File: src/rtl/prog_seq_pkg.sv
// prog_seq_pkg: shared state encoding, default sizes and a width helper
// for the program sequencer and its jump table.
package prog_seq_pkg;

  typedef enum logic [1:0] {
    IDLE = 2'd0,
    RUN  = 2'd1,
    DONE = 2'd2
  } seq_state_t;

  localparam int DEF_D         = 12;
  localparam int DEF_LUT_N     = 4;
  localparam int DEF_HALT_ADDR = 128;
  localparam int DEF_RS_DEPTH  = 4;

  // Index width for an n-entry table; a single-entry table still gets one bit.
  function automatic int clog2_min1(input int n);
    return (n > 1) ? $clog2(n) : 1;
  endfunction

endpackage

File: src/rtl/prog_sequencer_jump_lut.sv
// jump_lut: LUT_N x D register file holding branch/call targets.
// One synchronous write port, one combinational read port, async clear.
// A write and a read of the same entry in one cycle returns the old value.
module jump_lut #(
  parameter int D     = 12,
  parameter int LUT_N = 4,
  parameter int LUT_W = 2
) (
  input  logic             clk,
  input  logic             reset,
  input  logic             i_wr_en,
  input  logic [LUT_W-1:0] i_wr_addr,
  input  logic [D-1:0]     i_wr_data,
  input  logic [LUT_W-1:0] i_rd_addr,
  output logic [D-1:0]     o_rd_data
);

  logic [D-1:0] r_mem [LUT_N];

  // Table storage: cleared asynchronously, written on the strobe.
  always_ff @(posedge clk or posedge reset) begin
    if (reset) begin
      for (int i = 0; i < LUT_N; i++) r_mem[i] <= '0;
    end else if (i_wr_en && (int'(i_wr_addr) < LUT_N)) begin
      r_mem[i_wr_addr] <= i_wr_data;
    end
  end

  // Out-of-range selects (non power-of-two LUT_N) read as zero.
  assign o_rd_data = (int'(i_rd_addr) < LUT_N) ? r_mem[i_rd_addr] : '0;

endmodule

File: src/rtl/prog_sequencer.sv
// prog_sequencer: program counter, run/done handshake and jump table.
// Optional return stack is built when PROG_SEQ_RSTACK_EN is defined;
// otherwise call/ret are ignored and fault is tied low.
//
// Handshake: req is a level sampled on the rising edge. In IDLE or DONE a
// sampled req starts a program (PC 0, running 1 after that edge); in RUN
// req is ignored. done stays high until the next accepted req.
module prog_sequencer
  import prog_seq_pkg::*;
#(
  parameter int D         = DEF_D,
  parameter int LUT_N     = DEF_LUT_N,
  parameter int LUT_W     = clog2_min1(LUT_N),
  parameter int HALT_ADDR = DEF_HALT_ADDR,
  parameter int RS_DEPTH  = DEF_RS_DEPTH
) (
  input  logic             clk,
  input  logic             reset,
  input  logic             req,
  input  logic             stall,
  input  logic             branch,
  input  logic             reljump_en,
  input  logic [LUT_W-1:0] lut_sel,
  input  logic             lut_wr_en,
  input  logic [LUT_W-1:0] lut_wr_addr,
  input  logic [D-1:0]     lut_wr_data,
  input  logic             halt,
  input  logic             call,
  input  logic             ret,
  output logic [D-1:0]     prog_ctr,
  output logic             running,
  output logic             done,
  output logic             fault,
  output seq_state_t       dbg_state
);

  localparam logic [D-1:0] HALT_PC = D'(HALT_ADDR);

  seq_state_t   r_state;
  logic [D-1:0] r_pc;
  logic         r_running;
  logic         r_done;
  logic [D-1:0] w_lut_data;
  logic [D-1:0] w_next_pc;

  jump_lut #(
    .D     (D),
    .LUT_N (LUT_N),
    .LUT_W (LUT_W)
  ) u_lut (
    .clk       (clk),
    .reset     (reset),
    .i_wr_en   (lut_wr_en),
    .i_wr_addr (lut_wr_addr),
    .i_wr_data (lut_wr_data),
    .i_rd_addr (lut_sel),
    .o_rd_data (w_lut_data)
  );

`ifdef PROG_SEQ_RSTACK_EN
  localparam int SP_W  = $clog2(RS_DEPTH + 1);
  localparam int IDX_W = clog2_min1(RS_DEPTH);

  logic [D-1:0]     r_stack [RS_DEPTH];
  logic [SP_W-1:0]  r_sp;
  logic             r_fault;
  logic [IDX_W-1:0] w_top_idx;
  logic             w_push;
  logic             w_pop;
  logic             w_rs_fault;

  assign w_top_idx = IDX_W'(r_sp - SP_W'(1));
  assign fault     = r_fault;
`else
  logic w_unused;
  assign w_unused = call ^ ret ^ (RS_DEPTH > 0);
  assign fault    = 1'b0;
`endif

  // Next-PC selection for a RUN cycle: ret, call, branch, then increment.
  always_comb begin
    w_next_pc = r_pc + D'(1);
`ifdef PROG_SEQ_RSTACK_EN
    w_push     = 1'b0;
    w_pop      = 1'b0;
    w_rs_fault = 1'b0;
    if (ret) begin
      if (r_sp == '0) begin
        w_rs_fault = 1'b1;
      end else begin
        w_pop     = 1'b1;
        w_next_pc = r_stack[w_top_idx];
      end
    end else if (call) begin
      if (r_sp == SP_W'(RS_DEPTH)) begin
        w_rs_fault = 1'b1;
      end else begin
        w_push    = 1'b1;
        w_next_pc = w_lut_data;
      end
    end else
`endif
    if (branch) begin
      // Relative offset is a signed D-bit value; D-bit addition wraps.
      w_next_pc = reljump_en ? (r_pc + w_lut_data) : w_lut_data;
    end
  end

  // Sequencer FSM with registered PC, running, done (and fault/stack).
  always_ff @(posedge clk or posedge reset) begin
    if (reset) begin
      r_state   <= IDLE;
      r_pc      <= '0;
      r_running <= 1'b0;
      r_done    <= 1'b0;
`ifdef PROG_SEQ_RSTACK_EN
      r_fault   <= 1'b0;
      r_sp      <= '0;
      for (int i = 0; i < RS_DEPTH; i++) r_stack[i] <= '0;
`endif
    end else begin
      case (r_state)
        IDLE: begin
          if (req) begin
            r_state   <= RUN;
            r_running <= 1'b1;
            r_pc      <= '0;
`ifdef PROG_SEQ_RSTACK_EN
            r_sp      <= '0;
`endif
          end
        end
        RUN: begin
          if (!stall) begin
            if (halt) begin
              r_state   <= DONE;
              r_running <= 1'b0;
              r_done    <= 1'b1;
            end
`ifdef PROG_SEQ_RSTACK_EN
            else if (w_rs_fault) begin
              r_state   <= DONE;
              r_running <= 1'b0;
              r_done    <= 1'b1;
              r_fault   <= 1'b1;
            end
`endif
            else begin
              r_pc <= w_next_pc;
              if (w_next_pc == HALT_PC) begin
                r_state   <= DONE;
                r_running <= 1'b0;
                r_done    <= 1'b1;
              end
`ifdef PROG_SEQ_RSTACK_EN
              if (w_push) begin
                r_stack[IDX_W'(r_sp)] <= r_pc + D'(1);
                r_sp                  <= r_sp + SP_W'(1);
              end
              if (w_pop) begin
                r_sp <= r_sp - SP_W'(1);
              end
`endif
            end
          end
        end
        DONE: begin
          if (req) begin
            r_state   <= RUN;
            r_running <= 1'b1;
            r_done    <= 1'b0;
            r_pc      <= '0;
`ifdef PROG_SEQ_RSTACK_EN
            r_fault   <= 1'b0;
            r_sp      <= '0;
`endif
          end
        end
        default: r_state <= IDLE;
      endcase
    end
  end

  assign prog_ctr  = r_pc;
  assign running   = r_running;
  assign done      = r_done;
  assign dbg_state = r_state;

endmodule

File: config.mk
export PLATFORM = sky130hd
export DESIGN_NAME = prog_sequencer
export DESIGN_NICKNAME = d
export VERILOG_FILES = /design/src/rtl/prog_seq_pkg.sv /design/src/rtl/prog_sequencer_jump_lut.sv /design/src/rtl/prog_sequencer.sv
export SDC_FILE = /design/constraint.sdc
export NUM_CORES = 1
export LEC_CHECK = 0
export ABC_AREA = 1
export CORE_ASPECT_RATIO = 0.75
export CORE_MARGIN = 8
export CORE_UTILIZATION = 60
export CTS_BUF_LIST = sky130_fd_sc_hd__clkbuf_8
export DETAILED_ROUTE_END_ITERATION = 16
export GPL_TIMING_DRIVEN = 0
export MAX_ROUTING_LAYER = met4
export PLACE_DENSITY = 0.86
export RECOVER_POWER = 100
export SLEW_MARGIN = 20
export SYNTH_ARGS = -nofsm -noshare
export SYNTH_HDL_FRONTEND = slang
export SYNTH_HIERARCHICAL = 1
export SYNTH_SLANG_ARGS = --single-unit
File: constraint.sdc
create_clock -name clk -period 2.95 [get_ports clk]
set_input_delay 0.59 -clock clk [delete_from_list [all_inputs] [get_ports clk]]
set_output_delay 0.59 -clock clk [all_outputs]
set_load 0.03 [all_outputs]
# --- Word level (Yosys, flattened, before mapping) ---
# Cells that the tools add are included.
op_classes:
  addsub: 2
  magnitude_cmp: 3
  eq_ne: 8
  muxes: 27
  bitwise_logic: 2
  n_reduce_logical: 9
op_table:
  columns: ["operator", "count"]
  rows:
  - ["$mux W12", 8]
  - ["$bwmux W48", 1]
  - ["$bmux W12 S2", 1]
  - ["$demux W12 S2", 1]
  - ["$pmux W12 S2", 1]
  - ["$add A12 B1 Y12 const B", 1]
  - ["$add A12 B12 Y12", 1]
  - ["$eq A12 B8 Y1 const B", 1]
  - ["$reduce_and A4 Y1", 3]
  - ["$mux W1", 8]
  - ["$mux W2", 4]
  - ["$ge A3 B3 Y1 const B", 2]
  - ["$ne A2 B2 Y1 const B", 3]
  - ["$not A2 Y3", 2]
  - ["$pmux W1 S2", 2]
  - ["$pmux W2 S2", 1]
  - ["$reduce_bool A2 Y1", 2]
  - ["$lt A3 B1 Y1 const B", 1]
  - ["$ne A3 B3 Y1 const B", 1]
  - ["$reduce_and A3 Y1", 1]
  - ["$eq A2 B1 Y1 const B", 1]
  - ["$eq A2 B2 Y1 const B", 1]
  - ["$logic_not A2 Y1", 1]
  - ["$ne A2 B1 Y1 const B", 1]
  - ["2 further kinds", 2]
totals:
  regBits: 64
  in_bits: 26
  output_inout_bits: 17
  elab_cells: 59

# --- Longest topological paths before layout ---
logic_depth:
  ltp_word: 12
  mapped_depth: 23

# --- Cells and area by module ---
# The synthesis kept the hierarchy.
modules_own_cells:
  columns: ["module", "n_inst", "cells_each", "area_per_inst_um2", "seq_area_each_um2"]
  rows:
  - ["jump_lut", 1, 357, 2533.7, 1201.2]
  - ["prog_sequencer", 1, 305, 1803.0, 400.4]

# --- Worst setup path before layout ---
# Ideal clock, no wire load.
synth_timing:
  path_type: "input -> register"
  startpoint: "input port lut_sel[0]"
  endpoint: "register r_running, in the netlist running"
  setup_ps: 126
  arrival_time_ps: 2804
  required_time_ps: 2824
  setup_slack_ps: 20
  stages: 22
  path_buffers: 2
  path_cell_list: "buf_2 -> inv_1 -> buf_4 -> nand2_1 -> nand3_1 -> nand2_1 -> ha_1 -> fa_1 -> nand2_1 -> nand2_1 -> nand3_1 -> nand2_1 -> nand2_1 -> nand3_1 -> a21oi_2 -> nand2_1 -> nor2_1 -> nand3_1 -> nand2_1 -> nand3_2 -> nand2_1 -> nand2_1"
synth_via:
  elab_chain_cells: 10
synth_rtl:
  columns: ["item", "line_no", "source"]
  rows:
  - ["from (decl)", "prog_sequencer.sv:23", "input logic [LUT_W-1:0] lut_sel,"]
  - ["$not A2 Y3 (implied by the code) (*)", "prog_sequencer_jump_lut.sv:30", "assign o_rd_data = (int'(i_rd_addr) < LUT_N) ? r_mem[i_rd_addr] : '0;"]
  - ["$bmux W12 S2 (*)", "prog_sequencer_jump_lut.sv:30", null]
  - ["$mux W12 (implied by the code) (*) (2 in a row)", "prog_sequencer_jump_lut.sv:30", null]
  - ["net w_lut_data[0]", "prog_sequencer.sv:43", "logic [D-1:0] w_lut_data;"]
  - ["$add A12 B12 Y12", "prog_sequencer.sv:105", "w_next_pc = reljump_en ? (r_pc + w_lut_data) : w_lut_data;"]
  - ["$mux W12 (*)", "prog_sequencer.sv:105", null]
  - ["$mux W12 (*)", "prog_sequencer.sv:103", "if (branch) begin"]
  - ["$eq A12 B8 Y1 (*)", "prog_sequencer.sv:150", "if (w_next_pc == HALT_PC) begin"]
  - ["$ne A3 B3 Y1 (no source line) (*)", null, null]
  - ["$reduce_and A4 Y1 (no source line) (*)", null, null]
  - ["to (signal assigned)", "prog_sequencer.sv:114", "r_running <= 1'b0;"]
  - ["to (signal assigned)", "prog_sequencer.sv:152", "r_running <= 1'b0;"]
  - ["to (signal assigned)", "prog_sequencer.sv:170", "r_running <= 1'b1;"]
  - ["to (decl)", "prog_sequencer.sv:41", "logic r_running;"]
# The timed path passes the listed nets; every way through them passes the cells marked *. The select of a mux whose other input is x is not followed.
# A chain may end at the register's enable or synchronous reset.

# --- Final worst setup path ---
# Ends and elaborated chain as after synthesis.

==> results.ini <==
[sta]
fin_setup_tns_ns=0
skew_ns=0.00388
tightest_slew_ns=1.01
fin_hold_ws_ns=0.477
finalWorstSetupSlack_ns=0.128
setup_violations=0
slew_headroom_pct=32.5
rsz0062_at_grt=no
fin_crit_ns=2.82
max_freq_mhz=354
finalCritPeriodShare_pct=95.7
hold_viol=0
drv_slew=0

[synthesis]
yosys_warnings=6
synth_area_mm2=0.00434
avgSynthCellArea_um2=6.55
ys_types=35
synth.net_count=701
postSynth.asyncResetShare_pct=100
synth_seq_cells=64
ys_seq_area_share_pct=36.9
synth_edf_count=0
synthCells=662
yosysTopAreaCell=dfrtp_1
yosysTopAreaCellShare_pct=36.9
synth.area.top_cells=dfrtp_1 (37%), nand2_1 (20%), inv_1 (9.3%), nand3_1 (9.1%), nand4_1 (3.9%)
synth_flop_cell=dfrtp_1

[global_route]
globalRouteOverflowTotal=0
grt_pass1_wl_mm=20.7
antenna_found_initial=0
grt_max_degree=28
grt_pass1_vias=4148
grt_usage_pct=27.1

[layout]
layout_commonest_cell=nand2_1
diodes=0
final_util_pct=73.3
n_fill_cell=578
final_cell_mix=nand2_1 (225), inv_1 (106), nand3_1 (73)
num-nets-final=757
regArea_mm2=0.00160
drive_gt1_share_pct=12.7
multi_input_area_mm2=0.00231
syn_to_final_growth_pct=21.0

[detailed_routing]
met2WireLength_mm=5.72
drtIter0Drc=541
antenna_left=0
met3_length_mm=1.56
vias=4568
via_per_inst=5.55
first_pass_iters=6
drt-met1-wl_mm=5.39
drcViolationCount=0
wl_per_cell_um=15.7
maxUsedRoutingLayer=met4
wl_mm=13.0

[worst_setup_path]
path_class=input port to register
crit_fanout=7
end_kind=register
critPathLaunchType=input port
worstPathArrival_ns=3.05
cp_data_required_time_ns=3.18

[die]
io_pins=43
die_w_um=114
initial_utilization_pct=60.6
num_rows=27
die-area_mm2=0.0102
floorplan.core_area_mm2=0.00716
die_h_um=89.6

[clock_network]
cts_root_buffer=clkbuf_8
h-tree-depth=3
clk_latency_ns=0.34
cts_hold_buf=0
cts_buffers=9
cts_tree=done
clkTransAtPathRegs_ns=0.07
clk_path_buf_depth=2
clock_sinks=64

[power_and_ir_drop]
p_leak_nw=2.87
vdd_drop_max_v=0.000391
p_per_area_mw_per_mm2=597

[placement]
globalplace.congestion=1.02
pre_cts_ws_ns=-0.833
hpwl_mm=9.52
numPortBuffers=35

[run]
maxCapViolCount=0

[outcome]
status=finished, final reports clean

[hold_path]
hold_path_class=register to register

## final timing paths
check / from / end / slack (ns) / cells after the start
min: u_lut/r_mem[36]$_DFFE_PP0P_ / u_lut/r_mem[36]$_DFFE_PP0P_ / 0.48 / 2
min reg2reg: u_lut/r_mem[36]$_DFFE_PP0P_ / u_lut/r_mem[36]$_DFFE_PP0P_ / 0.48 / 2
max: lut_sel[0] / running$_DFFE_PP0P_ / 0.13 / 23
max reg2reg: u_lut/r_mem[24]$_DFFE_PP0P_ / running$_DFFE_PP0P_ / 0.28 / 21
max in group asynchronous: reset / u_lut/r_mem[16]$_DFFE_PP0P_ / 0.51 / 3
min in group asynchronous: reset / dbg_state[0]$_DFFE_PP0P_ / 0.78 / 2
## registers in the layout, indices dropped and copies added, names as in the netlist
register and cells:
prog_ctr 12, dbg_state 2, u_lut/r_mem 48, running 1
done 1
## Yosys cell counts (all sizes together), types with 2 or more instances
master	n
nand2	238
inv	112
nand3	81
dfrtp	64
nor2	39
o21ai	32
nand4	27
buf	25
a21oi	12
ha	12
clkbuf	3
nand3b	3
or2	3
nor3	2
## cell type report
type	instances	share of cell area (%)
buffer	28	3.53
clock buffer	9	2.36
tap	101	2.41
multi-input combinational	457	44.0
sequential	64	30.5
inverter	113	8.13
clock inverter	6	0.882
timing repair buffer	45	8.11
## where the power goes
part	total, mW	internal (mW)	switching, mW	leakage, nW
Clock	0.661	0.303	0.358	0.0817
Combinational	1.27	0.469	0.802	1.98
Sequential	1.20	1.04	0.159	0.809
## cells by family after synthesis
logic type / synth area share (%)
AO/OA/AOI/OAI: 6.00
XOR/XNOR: 0.404
AND/OR/NAND/NOR: 39.4
flip-flops: 36.9
buffers and inverters: 13.3
adder cells (fa/ha/maj): 3.92
other: 0.0865
## stage by stage
step           cell area, um^2  power (mW)  std cells
3_5_place_dp              4840        2.37        799
5_1_grt                   5250        3.34        823
3_3_place_gp              4810        2.32        798
6_report                  5250        3.13        823
2_1_floorplan             4340        1.96        662
4_1_cts                   5120        3.10        815
## routing by layer
layer	global-route usage, %	vias up
met5	-	-
met4	9.39	0
li1	-	2184
met2	39.8	273
met3	7.55	27
met1	35.4	2084
## worst max-delay path: stages
cell and delay (ns):
buf_4 0.15, inv_4 0.09, buf_8 0.12, nand2_1 0.05, nand3_1 0.09, nand2_2 0.08
ha_2 0.18, fa_2 0.38, buf_4 0.16, nand2_1 0.06, nand3_1 0.10, nand2_2 0.09
nand2_2 0.06, nor2_1 0.08, nand3_1 0.08, nor2_1 0.10, nand3_1 0.09, nor2_1 0.11
nand3_1 0.10, nand2_2 0.09, nand3_2 0.08, nand2_1 0.07, nand2_1 0.04
## repair_timing
item                                    in CTS  in global routing
resized for setup                           18                 37
buffers inserted                             1                  8
hold endpoints to repair                     0                  0
endpoints found under the setup margin       5                  4
pin swaps                                    2                  7
No activity file was read; power rests on OpenSTA's default activity.
